$ cat config.mk
export PLATFORM = sky130hd
export DESIGN_NAME = irq_ctrl_flat
export DESIGN_NICKNAME = d
export VERILOG_FILES = /design/src/rtl/irq_ctrl_pkg.sv /design/src/rtl/irq_ctrl_if.sv /design/src/rtl/irq_ctrl_sync2.sv /design/src/rtl/irq_ctrl.sv /design/src/flat_wrapper.sv
export SDC_FILE = /design/constraint.sdc
export NUM_CORES = 1
export LEC_CHECK = 0
export BUFFER_PORTS_ARGS = -buffer_cell sky130_fd_sc_hd__buf_2
export CAP_MARGIN = 40
export CORE_MARGIN = 2
export CORE_UTILIZATION = 38
export DETAILED_ROUTE_END_ITERATION = 16
export PLACE_DENSITY_LB_ADDON = 0.08
export SYNTH_ARGS = -nofsm -noshare
export SYNTH_HDL_FRONTEND = slang
export SYNTH_SLANG_ARGS = --single-unit
$ cat constraint.sdc
create_clock -name clk -period 2.15 [get_ports clk]
set_input_delay 0.215 -clock clk [delete_from_list [all_inputs] [get_ports clk]]
set_output_delay 0.215 -clock clk [all_outputs]
set_load 0.005 [all_outputs]
$ cat src/rtl/irq_ctrl_pkg.sv
// Shared constants, FSM states and cause encoding
// for the machine-mode interrupt controller.
package irq_pkg;

    localparam logic [11:0] CSR_MSTATUS = 12'h300;
    localparam logic [11:0] CSR_MIE     = 12'h304;
    localparam logic [11:0] CSR_MIP     = 12'h344;

    localparam int MIE_BIT  = 3;
    localparam int MPIE_BIT = 7;
    localparam int MSI_BIT  = 3;
    localparam int MTI_BIT  = 7;
    localparam int MEI_BIT  = 11;

    localparam logic [31:0] CODE_MSI  = 32'd3;
    localparam logic [31:0] CODE_MTI  = 32'd7;
    localparam logic [31:0] CODE_MEI  = 32'd11;
    localparam logic [31:0] CAUSE_IRQ = 32'h8000_0000;

    localparam logic [31:0] MSTATUS_MASK = 32'h0000_0088;
    localparam logic [31:0] MIE_MASK     = 32'h0000_0888;

    typedef enum logic [1:0] {
        IDLE,
        REQ,
        TRAP
    } state_t;

    // External beats software beats timer.
    function automatic logic [31:0] irq_cause(input logic [31:0] pend);
        logic [31:0] code;
        if (pend[MEI_BIT])
            code = CODE_MEI;
        else if (pend[MSI_BIT])
            code = CODE_MSI;
        else
            code = CODE_MTI;
        return CAUSE_IRQ | code;
    endfunction

endpackage

$ cat src/rtl/irq_ctrl_if.sv
// CSR access and trap handshake between the core
// and the interrupt controller.
interface irq_ctrl_if;
    logic        csr_we;
    logic [11:0] csr_addr;
    logic [31:0] csr_wdata;
    logic [31:0] csr_rdata;
    logic        trap_req;
    logic [31:0] trap_cause;
    logic        trap_ack;
    logic        mret;

    modport master (
        output csr_we, csr_addr, csr_wdata, trap_ack, mret,
        input  csr_rdata, trap_req, trap_cause
    );

    modport slave (
        input  csr_we, csr_addr, csr_wdata, trap_ack, mret,
        output csr_rdata, trap_req, trap_cause
    );
endinterface

$ cat src/rtl/irq_ctrl_sync2.sv
// Two-flop synchronizer for an asynchronous level.
module sync2 (
    input  logic clk,
    input  logic rst,
    input  logic d,
    output logic q
);
    logic meta;

    always_ff @(posedge clk or posedge rst) begin
        if (rst) begin
            meta <= 1'b0;
            q    <= 1'b0;
        end else begin
            meta <= d;
            q    <= meta;
        end
    end
endmodule

$ cat src/rtl/irq_ctrl.sv
// Machine-mode interrupt controller: mstatus/mie/mip
// and a request/ack/mret trap handshake.
module irq_ctrl
    import irq_pkg::*;
#(
    parameter bit SYNC_EXT = 1'b1
) (
    input  logic       clk,
    input  logic       rst,
    input  logic       irq_timer,
    input  logic       irq_sw,
    input  logic       irq_ext,
    irq_ctrl_if.slave  bus
);
    logic        ext_s;
    logic [31:0] mstatus_q;
    logic [31:0] mie_q;
    logic [31:0] mip;
    logic [31:0] pend;
    logic        eligible;
    state_t      state_q;
    state_t      state_d;
    logic        take;
    logic        do_ack;
    logic        do_ret;
    logic        trap_req_q;
    logic [31:0] cause_q;

    generate
        if (SYNC_EXT) begin : g_sync
            sync2 u_sync (
                .clk (clk),
                .rst (rst),
                .d   (irq_ext),
                .q   (ext_s)
            );
        end else begin : g_nosync
            assign ext_s = irq_ext;
        end
    endgenerate

    always_comb begin
        mip          = '0;
        mip[MSI_BIT] = irq_sw;
        mip[MTI_BIT] = irq_timer;
        mip[MEI_BIT] = ext_s;
    end

    assign pend     = mip & mie_q;
    assign eligible = mstatus_q[MIE_BIT] && (pend != '0);

    always_comb begin
        case (bus.csr_addr)
            CSR_MSTATUS: bus.csr_rdata = mstatus_q;
            CSR_MIE:     bus.csr_rdata = mie_q;
            CSR_MIP:     bus.csr_rdata = mip;
            default:     bus.csr_rdata = '0;
        endcase
    end

    always_ff @(posedge clk or posedge rst) begin
        if (rst)
            state_q <= IDLE;
        else
            state_q <= state_d;
    end

    always_comb begin
        state_d = state_q;
        take    = 1'b0;
        do_ack  = 1'b0;
        do_ret  = 1'b0;
        unique case (state_q)
            IDLE: begin
                do_ret = bus.mret;
                if (eligible) begin
                    state_d = REQ;
                    take    = 1'b1;
                end
            end
            REQ: begin
                if (bus.trap_ack) begin
                    state_d = TRAP;
                    do_ack  = 1'b1;
                end
            end
            TRAP: begin
                if (bus.mret) begin
                    state_d = IDLE;
                    do_ret  = 1'b1;
                end
            end
            default: state_d = IDLE;
        endcase
    end

    // Trap entry/return overrides a coincident mstatus write.
    always_ff @(posedge clk or posedge rst) begin
        if (rst) begin
            mstatus_q <= '0;
            mie_q     <= '0;
        end else begin
            if (bus.csr_we && bus.csr_addr == CSR_MIE)
                mie_q <= bus.csr_wdata & MIE_MASK;
            if (do_ack) begin
                mstatus_q[MPIE_BIT] <= mstatus_q[MIE_BIT];
                mstatus_q[MIE_BIT]  <= 1'b0;
            end else if (do_ret) begin
                mstatus_q[MIE_BIT]  <= mstatus_q[MPIE_BIT];
                mstatus_q[MPIE_BIT] <= 1'b1;
            end else if (bus.csr_we && bus.csr_addr == CSR_MSTATUS) begin
                mstatus_q <= bus.csr_wdata & MSTATUS_MASK;
            end
        end
    end

    always_ff @(posedge clk or posedge rst) begin
        if (rst) begin
            trap_req_q <= 1'b0;
            cause_q    <= '0;
        end else begin
            trap_req_q <= (state_d == REQ);
            if (take)
                cause_q <= irq_cause(pend);
        end
    end

    assign bus.trap_req   = trap_req_q;
    assign bus.trap_cause = cause_q;

endmodule

$ cat src/flat_wrapper.sv
// flat-port wrapper written by rule: the top's interface ports become plain ports
module irq_ctrl_flat import irq_pkg::*;
#(
    parameter bit SYNC_EXT = 1'b1
)
  (clk, rst, irq_timer, irq_sw, irq_ext, bus_csr_we, bus_csr_addr, bus_csr_wdata, bus_trap_ack, bus_mret, bus_csr_rdata, bus_trap_req, bus_trap_cause);
  irq_ctrl_if bus_i ();
  input  logic clk;
  input  logic rst;
  input  logic irq_timer;
  input  logic irq_sw;
  input  logic irq_ext;
  input wire logic [$bits(bus_i.csr_we)-1:0] bus_csr_we;
  input wire logic [$bits(bus_i.csr_addr)-1:0] bus_csr_addr;
  input wire logic [$bits(bus_i.csr_wdata)-1:0] bus_csr_wdata;
  input wire logic [$bits(bus_i.trap_ack)-1:0] bus_trap_ack;
  input wire logic [$bits(bus_i.mret)-1:0] bus_mret;
  output wire logic [$bits(bus_i.csr_rdata)-1:0] bus_csr_rdata;
  output wire logic [$bits(bus_i.trap_req)-1:0] bus_trap_req;
  output wire logic [$bits(bus_i.trap_cause)-1:0] bus_trap_cause;
  assign bus_i.csr_we = bus_csr_we;
  assign bus_i.csr_addr = bus_csr_addr;
  assign bus_i.csr_wdata = bus_csr_wdata;
  assign bus_i.trap_ack = bus_trap_ack;
  assign bus_i.mret = bus_mret;
  assign bus_csr_rdata = bus_i.csr_rdata;
  assign bus_trap_req = bus_i.trap_req;
  assign bus_trap_cause = bus_i.trap_cause;
  irq_ctrl #(.SYNC_EXT(SYNC_EXT)) u_core (.clk(clk), .rst(rst), .irq_timer(irq_timer), .irq_sw(irq_sw), .irq_ext(irq_ext), .bus(bus_i));
endmodule
Word-level counts from Yosys, hierarchy flattened --
Cells that the tools add are included.
Storage, ports and cells: flip-flop bits (word level) 42, input bits 52
Cells by class: eq/ne operators 6, multiplexer cells 18, bitwise logic cells 1, reduce and logical (&&, ||, !) cells 6
Operators by type and width (count):
- == test 12 x 10 -> 1 bit (second input constant) | 3
- one-hot mux 12 bit (3 select lines) | 1
- nonzero test 32 bit | 1
- two-way mux 31 bit | 1
- bitwise AND 12 bit | 1
- two-way mux 1 bit | 9
- two-way mux 8 bit | 1
- two-way mux 2 bit | 3
- one-hot mux 2 bit (3 select lines) | 1
- == test 2 x 1 -> 1 bit (second input constant) | 2
- logical AND 1 bit | 3
- two-way mux 3 bit | 1
- nonzero test 3 bit | 1
- == test 2 bit (second input constant) | 1
- logical NOT 2 bit | 1
- one-hot mux 1 bit (2 select lines) | 1

Longest topological paths before layout --
word-level depth 6, gate-level depth with buffers 3

Cells and area by module --
A second synthesis with hierarchy kept.
Unflattened totals: cells, all modules 125, area, all modules 1117.3 µm²
By module, submodules not included:
- irq_ctrl | instances 1, cells an instance 122, area an instance 1063.5 µm², seq. area each 275.3 µm²
- sync2 | instances 1, cells an instance 3, area an instance 53.8 µm², seq. area each 50.0 µm²

Worst setup path before layout --
OpenSTA, ideal clock, no wires.
path type input-to-output, from input port bus_csr_addr[1], to output port bus_csr_rdata[11], data arrival time 1342 ps, required time 1935 ps, setup slack 593 ps, stages 3, cells stage by stage or4_4 -> or3_1 -> nor3b_1
On the way: word-level cells in the longest chain between the ends 2
Ends and longest elaborated chain:
- start, declared | line flat_wrapper.sv:14 | input wire logic [$bits(bus_i.csr_addr)-1:0] bus_csr_addr;
- == test 12 x 10 -> 1 bit | line irq_ctrl.sv:53 | case (bus.csr_addr)
- one-hot mux 12 bit (3 select lines) * | line irq_ctrl.sv:53
- end, declared | line flat_wrapper.sv:18 | output wire logic [$bits(bus_i.csr_rdata)-1:0] bus_csr_rdata;
Every way passes the cells marked *; elsewhere a longest branch is shown, timed or not.

Worst setup path in the final report --
Ends and elaborated chain as after synthesis.

==> metrics.txt <==
Yosys cell types=25; P per Cell Area=434 nW/um2; top post-synthesis cells by area=buf_4 38%, dfrtp_1 28%, mux2_2 5.9%; fraction of synthesis flops using an asynchronous set or reset pin=100%; layout cells sized above 1=32.5%; starting density of the core=40.9%; Area Overhead vs Synth=0.764%; die height=about 60 um; post-synthesis sequential area ratio=28.4%; DR vias=751; Antenna Cells=0; post-route ant nets=0; Tot GR Track Use=between 10% and 20%; most frequent cell after synthesis=buf_4; Post-layout nets=207; Die Footprint=3470 um2; Final Skew=0.00271 ns; Avg WL per Cell=9.68 um; leak pwr=0.654 nW; post-synth top area share=38.0%; Worst setup SP type=input port; first-pass GRT wire length=2.84 mm; Max clock buf depth=2; WHS Path Cells=1; core area=2810 um2; Post-synth EDFFs=0; CTS Buf Count=3; status=finished, violations left; Fmax=around 0.55 GHz; Commonest cells post-synth=58 x buf_4, 13 x dfrtp_1, 6 x mux2_2; Worst setup EP type=primary output; post-synthesis adder-cell area fraction=0%; WP data arrival=1.59 ns; vias in the first global route=654; CTS tree=built; Synth Cell Area=1150 um2; syn_area_per_cell=9.55 um2; worst hold slack=between 0.06 and 0.07 ns; max cap viols=0; number of buffers added on ports=31; depth of the most critical reg-to-reg path=4; post-layout min period=1.80 ns; Final Hold Fails=0; ys flop type=dfrtp_1; period utilization=83.9%; Fin Setup TNS=0 ns; yosys warns=0; critical-path maximum fanout=3; Hold WC Path Type=in2reg; Final Max Tran Viols=0; CTS H-tree depth=1; number of vias per cell=between 4 and 5; initial detailed-routing violation count=19; number of top-level pins=roughly 120; DRC Markers=9; CTS root buffer=clkbuf_4; Synth Area in Compound Gates=approximately 5.7%; Simple-Gate Fraction of Synth Area=17.2%; largest net degree at the start of global routing=14; area leader, netlist=buf_4; post-DP HPWL=1.53 mm; Synth Area in XOR/XNOR=0%; setup violators final=0; failing checks=design-rule violations; WL final=1.79 mm; grt total ovfl=0; post_cts resized=0; Setup Crit Path Kind=in2out; sequential standard cell area=325 um2; gpl congestion=0.664; clk sink count=13; FP Rows=19; Max VDD drop=0.415 mV; Initial DRT Pass Iterations=10; portion of netlist area occupied by mux cells=9.39%; RSZ-0062 raised after global routing=false; FF+latch count, synth=13; Horiz. Die Dim=58.9 um; combinational family with the most area after synthesis=buffers and inverters; Clock transition at path regs=0.07 ns; Data required, critical path=1.93 ns; multi-input logic area=581 um2; Clk Latency, worst-skew pair=0.26 ns; initial antenna violation count=0; post-synthesis cell count=120; postcts setup bufs=0; filler cell count=285
stage by stage:
step | utilization, % | worst slack, ns | cell area [um2] | power (mW) | std cells
6_report | 41.2 | 0.346 | 1150 | 0.501 | 185
5_1_grt | 41.2 | 0.271 | 1150 | 0.541 | 185
4_1_cts | 41.2 | 0.326 | 1150 | 0.507 | 185
3_5_place_dp | 39.9 | 0.333 | 1120 | 0.359 | 180
3_3_place_gp | 39.9 | 0.359 | 1120 | 0.358 | 180
2_1_floorplan | - | 0.593 | 1350 | 0.398 | 175
layout by cell type (no fill, tap or decap), drive strengths merged:
master,n
nand2b,1
or3b,1
nand4bb,1
or4bb,1
or4,1
clkbuf,4
mux2,6
o31ai,2
inv,3
nor4,2
or2,4
nor3b,2
nand2,4
nand3b,2
conb,56
a31oi,2
and3b,2
dfrtp,13
a22oi,3
nor2b,1
dlygate4sd3,1
mux2i,4
a2111oi,1
nor2,4
buf,32
or3,1
cell families (layout without fill, tap and decap cells):
kind of cell / after synthesis / in the layout
AOI/OAI and AO/OA: 8 / 8
buffers and inverters: 61 / 40
DFF: 13 / 13
muxes: 10 / 10
other: 1 / 56
and+or+nand+nor: 27 / 27
routing by layer:
| metal | global-route usage [%] | part of all wire [%] | vias to the layer above |
|---|---|---|---|
| li1 | - | - | 361 |
| met1 | 13.8 | 44 | 339 |
| met2 | 17.3 | 45 | 49 |
| met3 | 2.20 | 9.7 | 2 |
| met4 | 3.90 | 0.84 | 0 |
| met5 | 0 | 0 | - |
layout make-up:
| cell class | instances | share of cell area [%] |
|---|---|---|
| repair buffers | 33 | 15.0 |
| multi-input cells | 101 | 50.3 |
| inverters | 3 | 0.975 |
| clock buffers | 4 | 2.28 |
| flip-flops and latches | 13 | 28.2 |
| well taps | 31 | 3.36 |
power by group:
| group | total [mW] | leakage [nW] | switching (mW) | internal [mW] |
|---|---|---|---|---|
| clock | 0.144 | 0.0150 | 0.0728 | 0.0717 |
| combinational | 0.0953 | 0.476 | 0.0560 | 0.0393 |
| sequential | 0.262 | 0.163 | 0.00679 | 0.255 |
| total | 0.501 | 0.654 | 0.136 | 0.366 |
state kept, by name (all words and copies together) (netlist names):
signal                     count
u_core.bus.trap_cause          3
u_core.mie_q                   3
u_core.mstatus_q               2
u_core.g_sync.u_sync.meta      1
u_core.bus.trap_req            1
u_core.state_q                 2
u_core.g_sync.u_sync.q         1
timing repair:
item                                    4_1_cts  5_1_grt
hold buffers                                  1        0
endpoints found under the setup margin        0        0
endpoints found under the hold margin        13        0
worst max-delay path: stages:
cell     delay [ns]
buf_2          0.09
or4_4          0.56
or3_1          0.38
nor3b_1        0.20
buf_2          0.14
path summary, 6_finish.rpt:
path                       slack (ns)                       from                   endpoint
max in group asynchronous        1.30                        rst   u_core.bus.trap_cause[3]
min in group asynchronous        0.52                        rst          u_core.state_q[0]
hold reg to reg                  0.35  u_core.g_sync.u_sync.meta     u_core.g_sync.u_sync.q
setup / recovery                 0.35            bus_csr_addr[1]          bus_csr_rdata[11]
hold / removal                   0.06                    irq_ext  u_core.g_sync.u_sync.meta
setup reg to reg                 0.69           u_core.mie_q[11]   u_core.bus.trap_cause[2]
Note: power is estimated with default switching activity, not from simulation.
